===== src/rtl/poly_synth_core.sv =====
`default_nettype none
// ============================================================================
//  Module   : poly_synth_core
//  Purpose  : NUM_VOICES time-multiplexed oscillator voices, each with a
//             phase accumulator, waveform select and attack/sustain/release
//             envelope. Voices are mixed with saturation into one signed
//             sample per sample_tick.
//  Options  : define SYNTH_SINE_EN to build the quarter-wave sine ROM used by
//             wave select 11 (otherwise wave 11 is silent).
//  Revision : 1.0  initial release
// ============================================================================
module poly_synth_core #(
    parameter int NUM_VOICES = 4,
    parameter int PHASE_W    = 24,
    parameter int SAMPLE_W   = 16,
    parameter int ENV_W      = 8,
    parameter int ATK_STEP   = 16,
    parameter int REL_STEP   = 8
) (
    input  logic                          clk,
    input  logic                          rst_n,
    input  logic                          sample_tick,
    input  logic                          cmd_valid,
    output logic                          cmd_ready,
    input  logic [1:0]                    cmd_op,
    input  logic [$clog2(NUM_VOICES)-1:0] cmd_voice,
    input  logic [PHASE_W-1:0]            cmd_phase_inc,
    input  logic [1:0]                    cmd_wave,
    output logic [SAMPLE_W-1:0]           sample_out,
    output logic                          sample_valid,
    output logic [NUM_VOICES-1:0]         voice_active,
    output logic                          busy,
    output logic                          overrun
);
    localparam int c_vw = $clog2(NUM_VOICES);
    localparam int c_aw = SAMPLE_W + c_vw;          // mix accumulator width
    localparam int c_pw = SAMPLE_W + ENV_W + 1;     // wave * level product width
    localparam logic [ENV_W-1:0]           c_lvl_max = '1;
    localparam logic [ENV_W:0]             c_atk     = (ENV_W+1)'(ATK_STEP);
    localparam logic [ENV_W-1:0]           c_rel     = ENV_W'(REL_STEP);
    localparam logic signed [SAMPLE_W-1:0] c_max     = {1'b0, {(SAMPLE_W-1){1'b1}}};
    localparam logic signed [SAMPLE_W-1:0] c_min     = {1'b1, {(SAMPLE_W-1){1'b0}}};
    localparam logic [1:0] c_op_on  = 2'b01;
    localparam logic [1:0] c_op_off = 2'b10;
    localparam logic [1:0] c_op_all = 2'b11;

    typedef enum logic [1:0] {S_WAIT, S_ACC, S_OUT} frame_state_t;
    typedef enum logic [1:0] {E_IDLE, E_ATTACK, E_SUSTAIN, E_RELEASE} env_state_t;

    frame_state_t            r_state;
    logic [c_vw-1:0]         r_slot;
    logic signed [c_aw-1:0]  r_acc;
    env_state_t              r_env   [NUM_VOICES];
    logic [ENV_W-1:0]        r_level [NUM_VOICES];
    logic [PHASE_W-1:0]      r_phase [NUM_VOICES];
    logic [PHASE_W-1:0]      r_inc   [NUM_VOICES];
    logic [1:0]              r_wave  [NUM_VOICES];

    env_state_t              w_env_cur;
    env_state_t              w_env_nxt;
    logic [ENV_W-1:0]        w_lvl_cur;
    logic [ENV_W-1:0]        w_lvl_nxt;
    logic [ENV_W:0]          w_lvl_sum;
    logic [PHASE_W-1:0]      w_ph;
    logic [1:0]              w_wave;
    logic [SAMPLE_W-1:0]     w_u_saw;
    logic [SAMPLE_W-1:0]     w_u_tri;
    logic signed [SAMPLE_W-1:0] w_wave_val;
    logic signed [SAMPLE_W-1:0] w_sine;
    logic signed [c_pw-1:0]  w_prod;
    logic signed [c_aw-1:0]  w_voice_val;
    logic signed [c_aw-1:0]  w_acc_nxt;
    logic signed [SAMPLE_W-1:0] w_sat;

    assign busy      = (r_state != S_WAIT);
    assign cmd_ready = ~busy;

    // Voice activity flags straight from the envelope states
    always_comb begin
        voice_active = '0;
        for (int v = 0; v < NUM_VOICES; v++) begin
            voice_active[v] = (r_env[v] != E_IDLE);
        end
    end

    // Envelope step for the voice owning the current slot
    always_comb begin
        w_env_cur = r_env[r_slot];
        w_lvl_cur = r_level[r_slot];
        w_ph      = r_phase[r_slot];
        w_wave    = r_wave[r_slot];
        w_lvl_sum = {1'b0, w_lvl_cur} + c_atk;
        w_env_nxt = w_env_cur;
        w_lvl_nxt = w_lvl_cur;
        case (w_env_cur)
            E_ATTACK: begin
                if (w_lvl_sum >= {1'b0, c_lvl_max}) begin
                    w_lvl_nxt = c_lvl_max;
                    w_env_nxt = E_SUSTAIN;
                end else begin
                    w_lvl_nxt = w_lvl_sum[ENV_W-1:0];
                end
            end
            E_RELEASE: begin
                if (w_lvl_cur <= c_rel) begin
                    w_lvl_nxt = '0;
                    w_env_nxt = E_IDLE;
                end else begin
                    w_lvl_nxt = w_lvl_cur - c_rel;
                end
            end
            default: ;
        endcase
    end

`ifdef SYNTH_SINE_EN
    // Quarter sine in Q16 via an odd polynomial whose coefficients sum to
    // exactly 1.0, so entry 255 lands exactly on the positive peak.
    function automatic logic [SAMPLE_W-2:0] quarter_sine(input int idx);
        longint x1, x3, x5, p;
        x1 = longint'(idx);
        x3 = x1 * x1 * x1;
        x5 = x3 * x1 * x1;
        p  = (64'sd102936 * x1) / 64'sd255
           - (64'sd42252 * x3) / 64'sd16581375
           + (64'sd4852 * x5) / 64'sd1078203909375;
        quarter_sine = (SAMPLE_W-1)'((longint'(c_max) * p + 64'sd32768) >>> 16);
    endfunction

    logic [SAMPLE_W-2:0] w_rom [256];
    logic [7:0]          w_sidx;
    logic [SAMPLE_W-2:0] w_smag;

    for (genvar gi = 0; gi < 256; gi++) begin : g_rom
        assign w_rom[gi] = quarter_sine(gi);
    end

    // Quadrant fold: bit PHASE_W-2 mirrors the index, the MSB negates
    always_comb begin
        w_sidx = w_ph[PHASE_W-2] ? ~w_ph[PHASE_W-3 -: 8] : w_ph[PHASE_W-3 -: 8];
        w_smag = w_rom[w_sidx];
        w_sine = w_ph[PHASE_W-1] ? -$signed({1'b0, w_smag}) : $signed({1'b0, w_smag});
    end
`else
    assign w_sine = '0;
`endif

    // Waveform, envelope scaling, mix and saturation for the current slot
    always_comb begin
        w_u_saw    = w_ph[PHASE_W-1 -: SAMPLE_W];
        w_u_tri    = w_ph[PHASE_W-2 -: SAMPLE_W];
        w_wave_val = '0;
        case (w_wave)
            2'b00:   w_wave_val = w_ph[PHASE_W-1] ? -c_max : c_max;
            // u - 2^(SAMPLE_W-1) is just an MSB flip in two's complement
            2'b01:   w_wave_val = $signed(w_u_saw ^ c_min);
            2'b10:   w_wave_val = w_ph[PHASE_W-1] ? $signed(c_max - w_u_tri)
                                                  : $signed(w_u_tri ^ c_min);
            default: w_wave_val = w_sine;
        endcase
        w_prod      = c_pw'(w_wave_val) * c_pw'($signed({1'b0, w_lvl_nxt}));
        w_voice_val = (w_env_cur == E_IDLE) ? '0 : c_aw'(w_prod >>> ENV_W);
        w_acc_nxt   = r_acc + w_voice_val;
        if (w_acc_nxt > c_aw'(c_max)) begin
            w_sat = c_max;
        end else if (w_acc_nxt < c_aw'(c_min)) begin
            w_sat = c_min;
        end else begin
            w_sat = w_acc_nxt[SAMPLE_W-1:0];
        end
    end

    // Frame sequencer, command handling and per-voice state update
    always_ff @(posedge clk or negedge rst_n) begin
        if (!rst_n) begin
            r_state      <= S_WAIT;
            r_slot       <= '0;
            r_acc        <= '0;
            sample_out   <= '0;
            sample_valid <= 1'b0;
            overrun      <= 1'b0;
            for (int v = 0; v < NUM_VOICES; v++) begin
                r_env[v]   <= E_IDLE;
                r_level[v] <= '0;
                r_phase[v] <= '0;
                r_inc[v]   <= '0;
                r_wave[v]  <= 2'b00;
            end
        end else begin
            sample_valid <= 1'b0;
            case (r_state)
                S_WAIT: begin
                    // Commands land before the frame a same-cycle tick starts
                    if (cmd_valid) begin
                        case (cmd_op)
                            c_op_on: begin
                                r_inc[cmd_voice]   <= cmd_phase_inc;
                                r_wave[cmd_voice]  <= cmd_wave;
                                r_phase[cmd_voice] <= '0;
                                r_env[cmd_voice]   <= E_ATTACK;
                            end
                            c_op_off: begin
                                if (r_env[cmd_voice] == E_ATTACK || r_env[cmd_voice] == E_SUSTAIN) begin
                                    r_env[cmd_voice] <= E_RELEASE;
                                end
                            end
                            c_op_all: begin
                                for (int v = 0; v < NUM_VOICES; v++) begin
                                    if (r_env[v] == E_ATTACK || r_env[v] == E_SUSTAIN) begin
                                        r_env[v] <= E_RELEASE;
                                    end
                                end
                            end
                            default: ;
                        endcase
                    end
                    if (sample_tick) begin
                        r_state <= S_ACC;
                        r_slot  <= '0;
                    end
                end
                S_ACC: begin
                    r_env[r_slot]   <= w_env_nxt;
                    r_level[r_slot] <= w_lvl_nxt;
                    if (w_env_cur != E_IDLE) begin
                        r_phase[r_slot] <= w_ph + r_inc[r_slot];
                    end
                    // The saturated mix is registered on the last slot so the
                    // sample is presented together with the S_OUT cycle.
                    if (r_slot == c_vw'(NUM_VOICES-1)) begin
                        sample_out   <= w_sat;
                        sample_valid <= 1'b1;
                        r_acc        <= '0;
                        r_state      <= S_OUT;
                    end else begin
                        r_acc  <= w_acc_nxt;
                        r_slot <= r_slot + c_vw'(1);
                    end
                    if (sample_tick) overrun <= 1'b1;
                end
                S_OUT: begin
                    r_state <= S_WAIT;
                    if (sample_tick) overrun <= 1'b1;
                end
                default: r_state <= S_WAIT;
            endcase
        end
    end
endmodule
`default_nettype wire


===== config.mk =====
export PLATFORM = sky130hd
export DESIGN_NAME = poly_synth_core
export DESIGN_NICKNAME = d
export VERILOG_FILES = /design/src/rtl/poly_synth_core.sv
export SDC_FILE = /design/constraint.sdc
export NUM_CORES = 1
export LEC_CHECK = 0
export CORE_ASPECT_RATIO = 0.8
export CORE_MARGIN = 5
export CORE_UTILIZATION = 29
export CTS_CLUSTER_SIZE = 30
export DETAILED_ROUTE_END_ITERATION = 16
export MAX_ROUTING_LAYER = met4
export PLACE_DENSITY_LB_ADDON = 0.1
export REMOVE_ABC_BUFFERS = 1
export SLEW_MARGIN = 20
export SYNTH_ARGS = -nofsm -noshare
export SYNTH_HDL_FRONTEND = slang
export SYNTH_SLANG_ARGS = --single-unit

===== constraint.sdc =====
create_clock -name clk -period 11.1 [get_ports clk]
set_input_delay 1.11 -clock clk [delete_from_list [all_inputs] [get_ports clk]]
set_output_delay 1.11 -clock clk [all_outputs]
set_load 0.02 [all_outputs]

## After elaboration in Yosys (flattened, before gate mapping)

Cells that the tools add are included.

- Memories kept: 0
- Output and inout bits: 24
- Latch bits: 0
- Memory bits (read-only): 0
- Logic and storage cells: 178
- Input port bits: 34
- Register bits: 280
- Bits in writable memories: 0

- Shifts and indexed selects: 0
- Bitwise logic cells: 11
- Muxes and demuxes: 66
- Reduce and logical (&&, ||, !) cells: 28
- Add/subtract/negate cells: 6
- Multiply operators: 1
- Div/mod/pow operators: 0
- Equal/unequal tests: 32
- Magnitude comparators: 8

Operators by type and width:

| operator | count |
|---|---|
| $mux W96 | 3 |
| $bwmux W96 | 2 |
| $pmux W96 S2 | 1 |
| $mux W24 | 6 |
| $and A96 B96 Y96 | 1 |
| $bmux W24 S2 | 2 |
| $demux W24 S2 | 2 |
| $not A96 Y96 | 1 |
| $mux W16 | 4 |
| $mux W8 | 7 |
| $pmux W16 S3 | 1 |
| $mux W18 | 2 |
| $mux W2 | 18 |
| $bwmux W32 | 1 |
| $pmux W8 S2 | 2 |
| $mul A16 B9 Y25 | 1 |
| $add A24 B24 Y24 | 1 |
| $pmux W8 S3 | 1 |
| $eq A2 B2 Y1 const B | 11 |
| $reduce_and A5 Y1 | 4 |
| $add A18 B18 Y18 | 1 |
| $eq A2 B1 Y1 const B | 9 |
| $gt A18 B16 Y1 const B | 1 |
| $lt A18 B16 Y1 const B | 1 |
| other kinds (33) | 69 |

## Logic depth before layout (Yosys ltp)

- Depth in word-level cells: 14
- Depth in mapped cells: 45
- Gate-level depth less buffers: 43

## Worst setup path before layout

Ideal clock, no wire load.

- Path type: reg-to-reg
- Start point: reg r_slot[0]
- End point: reg sample_out[5]
- Period minus slack after synthesis: 9616 ps
- Buffers on the path: 3
- Stages on the path, launching flop included: 43
- Required time: 10974 ps
- Slack: 1484 ps
- Arrival time: 9489 ps
- Library setup time: 126 ps
- Cells stage by stage: dfrtp_1 -> buf_6 -> mux4_2 -> inv_1 -> ha_1 -> a22oi_1 -> or2_2 -> a211oi_1 -> o21ai_0 -> o21ai_0 -> nor2_1 -> o22ai_1 -> a22oi_1 -> clkbuf_1 -> nor2_1 -> fa_1 -> fa_1 -> inv_1 -> [... 7 more ...] -> nand3_4 -> a31oi_1 -> or2_2 -> a21o_1 -> xnor2_1 -> nor2_1 -> ha_1 -> nor3_1 -> a21boi_0 -> o21a_1 -> o21ai_0 -> a211o_1 -> a2111oi_0 -> or3_1 -> nor3_1 -> o31a_1 -> buf_6 -> a221o_1

- Cells in the longest elaborated chain, start to end: 14

RTL lines:

| what | line | RTL |
|---|---|---|
| from (decl) | 51 | `logic [c_vw-1:0] r_slot;` |
| from (signal assigned) | 237 | `r_slot <= r_slot + c_vw'(1);` |
| $not A2 Y3 (not written as such) | - |  |
| $bmux W8 S2 | 89 | `w_lvl_cur = r_level[r_slot];` |
| $mux W8 (not written as such) (2 in series) | 89 |  |
| $add A8 B5 Y9 | 92 | `w_lvl_sum = {1'b0, w_lvl_cur} + c_atk;` |
| $ge A9 B8 Y1 | 97 | `if (w_lvl_sum >= {1'b0, c_lvl_max}) begin` |
| $mux W8 | 97 |  |
| $pmux W8 S2 | 95 | `case (w_env_cur)` |
| $mul A16 B9 Y25 | 161 | `w_prod = c_pw'(w_wave_val) * c_pw'($signed({1'b0, w_lvl_nxt}));` |
| $mux W18 | 162 | `w_voice_val = (w_env_cur == E_IDLE) ? '0 : c_aw'(w_prod >>> ENV_W);` |
| $add A18 B18 Y18 | 163 | `w_acc_nxt = r_acc + w_voice_val;` |
| $lt A18 B16 Y1 | 166 | `end else if (w_acc_nxt < c_aw'(c_min)) begin` |
| $mux W16 | 166 |  |
| $mux W16 | 164 | `if (w_acc_nxt > c_aw'(c_max)) begin` |
| to (signal assigned) | 231 | `sample_out <= w_sat;` |
| to (decl) | 29 | `output logic [SAMPLE_W-1:0] sample_out,` |

Parallel ways exist; a longest one is shown, timed or not. The select of a mux whose other input is x is not followed.
A chain may end at the register's enable or synchronous reset.

## Worst setup path after layout

- Start point: reg r_slot[0]
- End point: reg sample_out[12]

Same word-level chain as after synthesis.

==> metrics.csv <==
stage;metric;value;unit
floorplanning;dieArea;72200;sq um
clock_tree;cts-root-buf;clkbuf_16;
cells_and_area;drive_gt1_share;16.6;%
timing;fin_ws;0.583;ns
yosys;avgSynthCellArea;10.8;sq um
worst_setup_path;worstSetupEndpointType;register;
clock_tree;cts_sinks;280;
worst_setup_path;worst_path_max_delay_cell;mux4_2;
worst_setup_path;worstPathRequired;11.54;ns
timing;worst_clock_skew;0.0331;ns
floorplanning;num_io_pins;58;
grt;grt_max_degree;105;
grt;grt.overflow.total;0;
clock_tree;cts_buffers;35;
yosys;ys_seq_elements;280;
yosys;yosys-top-cells-count;dfrtp_1, inv_1, nor2_1;
clock_tree;htree_levels;2;
grt;track_usage;16.7;%
worst_setup_path;critical_path.startpoint_type;register;
flow_run;maxCapViolCount;0;
yosys;yosysMostFrequentCell;dfrtp_1;
yosys;synth_top_area_share;36.1;%
clock_tree;path_clk_slew;0.06;ns
yosys;syn_inst;1801;
floorplanning;rows;84;
timing;rsz0062_at_grt;no;
yosys;async_reset_ff_share;100;%
placed_design;gp_congestion;0.843;
floorplanning;initial_core_util;29.4;%
grt;grt_pass1_vias;14800;
timing;fmax;0.0951;GHz
timing;setup_tns;0;ns
detailed_routing;wire_per_inst;20.9;um
clock_tree;clock_latency;0.56;ns
timing;whs;0.464;ns
timing;setup_viol;0;
grt;grt_pass1_wl;90900;um
detailed_routing;wirelength;57400;um
cells_and_area;antennaDiodeCount;0;
worst_setup_path;worst-setup-path-type;reg2reg;
placed_design;place_hpwl;41000;um
yosys;ys_warn_count;0;
worst_setup_path;slowest_delay;0.62;ns
floorplanning;core_area;66000;sq um
hold_path;holdCritPathClass;reg2reg;
placed_design;pre_cts_slack;0.508;ns
yosys;synthTopCellsByArea;dfrtp_1, fa_1, ha_1, mux4_2, mux2_2;
yosys;syn_area;19400;sq um
clock_tree;clockBufferDepth;3;
timing;period_needed;10.52;ns
yosys;ys_types;77;
floorplanning;die_width;299;um
placed_design;io_buffers;57;
cells_and_area;nNetsFinal;2097;
yosys;yosysTopAreaCell;dfrtp_1;
clock_tree;cts_tree;built;
clock_tree;postCtsHoldBufs;0;
detailed_routing;drc;0;
worst_setup_path;critPathArrivalTime;10.96;ns
timing;slew_headroom;34.7;%
detailed_routing;num_vias;14000;
yosys;synth_edf_count;0;
cells_and_area;synthToLayoutAreaGrowth;14.3;%
yosys;ys.flop_type;dfrtp_1;
timing;tightest_slew;0.978;ns
status;status;complete, no violations;
detailed_routing;initialDrtViolationCount;902;
yosys;seq_area_frac_synth;36.1;%
grt;antenna_found_initial;2;
timing;finalMaxSlewViolations;0;
detailed_routing;first_pass_iters;5;
floorplanning;die_y;241;um
detailed_routing;vias_per_cell;5.13;
cells_and_area;finalCoreUtilization;33.6;%
timing;report.final.hold_viol_count;0;
timing;post-route-period-util;94.8;%
detailed_routing;drtAntennaViolNets;0;
worst_setup_path;cp_max_fo;15;
-- worst max-delay path, delay by kind of cell (launching register included) --
family	cells	cell delay (ns)
mux	1	0.62
fa+ha+maj	7	2.97
simple gates	10	1.36
xor+xnor	1	0.18
compound gates	17	4.00
buf+inv	5	0.70
flops	1	0.54
-- per-stage QoR --
stage                     instances  area [sq um]
after floorplan                1715         19000
final                          2738         22200
after global placement         2676         21000
after global routing           2738         22200
after CTS                      2736         22100
after detailed placement       2676         21000
-- worst paths after layout --
kind,start,endpoint,slack [ns],cells after the start
min reg2reg,overrun$_DFFE_PN0P_,overrun$_DFFE_PN0P_,0.46,1
max,r_slot[0]$_DFFE_PN0P_,sample_out[12]$_DFFE_PN0P_,0.58,41
min,overrun$_DFFE_PN0P_,overrun$_DFFE_PN0P_,0.46,1
min in group asynchronous,rst_n,r_inc[72]$_DFFE_PN0P_,0.58,1
max in group asynchronous,rst_n,r_slot[1]$_DFFE_PN0P_,9.02,2
max reg2reg,r_slot[0]$_DFFE_PN0P_,sample_out[12]$_DFFE_PN0P_,0.58,41
-- logic make-up (layout without fill, tap and decap cells) --
kind of cell / Yosys count / count (layout) / share of synthesized area [%]
fa+ha+maj: 208 / 208 / 17.4
buf+inv: 273 / 350 / 5.59
simple gates: 406 / 406 / 9.75
compound gates: 403 / 403 / 14.8
xor+xnor: 48 / 48 / 2.17
mux: 183 / 183 / 14.2
flops: 280 / 280 / 36.1
-- per-layer routing --
| metal | part of all wire (%) | GRT usage, % | up-vias |
|---|---|---|---|
| li1 | - | - | 6459 |
| met1 | 52 | 25.3 | 7198 |
| met2 | 41 | 23.6 | 315 |
| met3 | 5.0 | 2.67 | 67 |
| met4 | 1.6 | 3.22 | 0 |
| met5 | 0 | - | - |
-- cell usage in the layout, fill, tap and decap left out, drive strengths merged, types with 9 or more instances in the layout --
cell type	instances
inv	188
nor3	23
dfrtp	280
buf	47
o21a	9
o22a	14
nand2	123
nor2	132
or2	21
mux2i	16
a22oi	11
o21ai	93
clkbuf	47
mux4	62
nand3	21
nand2b	28
nor2b	25
fa	103
mux2	105
a221o	14
a21o	16
a21oi	74
clkdlybuf4s50	56
a211oi	12
xor2	12
xnor2	36
a31oi	9
a22o	93
o22ai	10
ha	105
-- area by class of cell --
type / count / area (sq um)
fillers: 6680 / 43800
multi-input cells: 1248 / 11300
flip-flops and latches: 280 / 7010
well taps: 860 / 1080
clock buffers: 47 / 971
repair buffers: 103 / 925
inverters: 187 / 702
clock inverters: 13 / 145
-- registers in the layout (all words and copies together), names as in the netlist --
name,cells
r_phase,96
overrun,1
r_acc,18
r_slot,2
r_level,32
r_env,8
sample_valid,1
r_wave,8
r_inc,96
r_state,2
sample_out,16
-- timing repair --
item	in CTS	in global routing
hold endpoints to repair	0	0
gates resized for setup	0	8
endpoints found under the setup margin	0	15
setup buffers	0	2
Power is left out: the tool's default activity adds up to more than one toggle a clock period on the data nets, which glitch-free logic cannot reach.
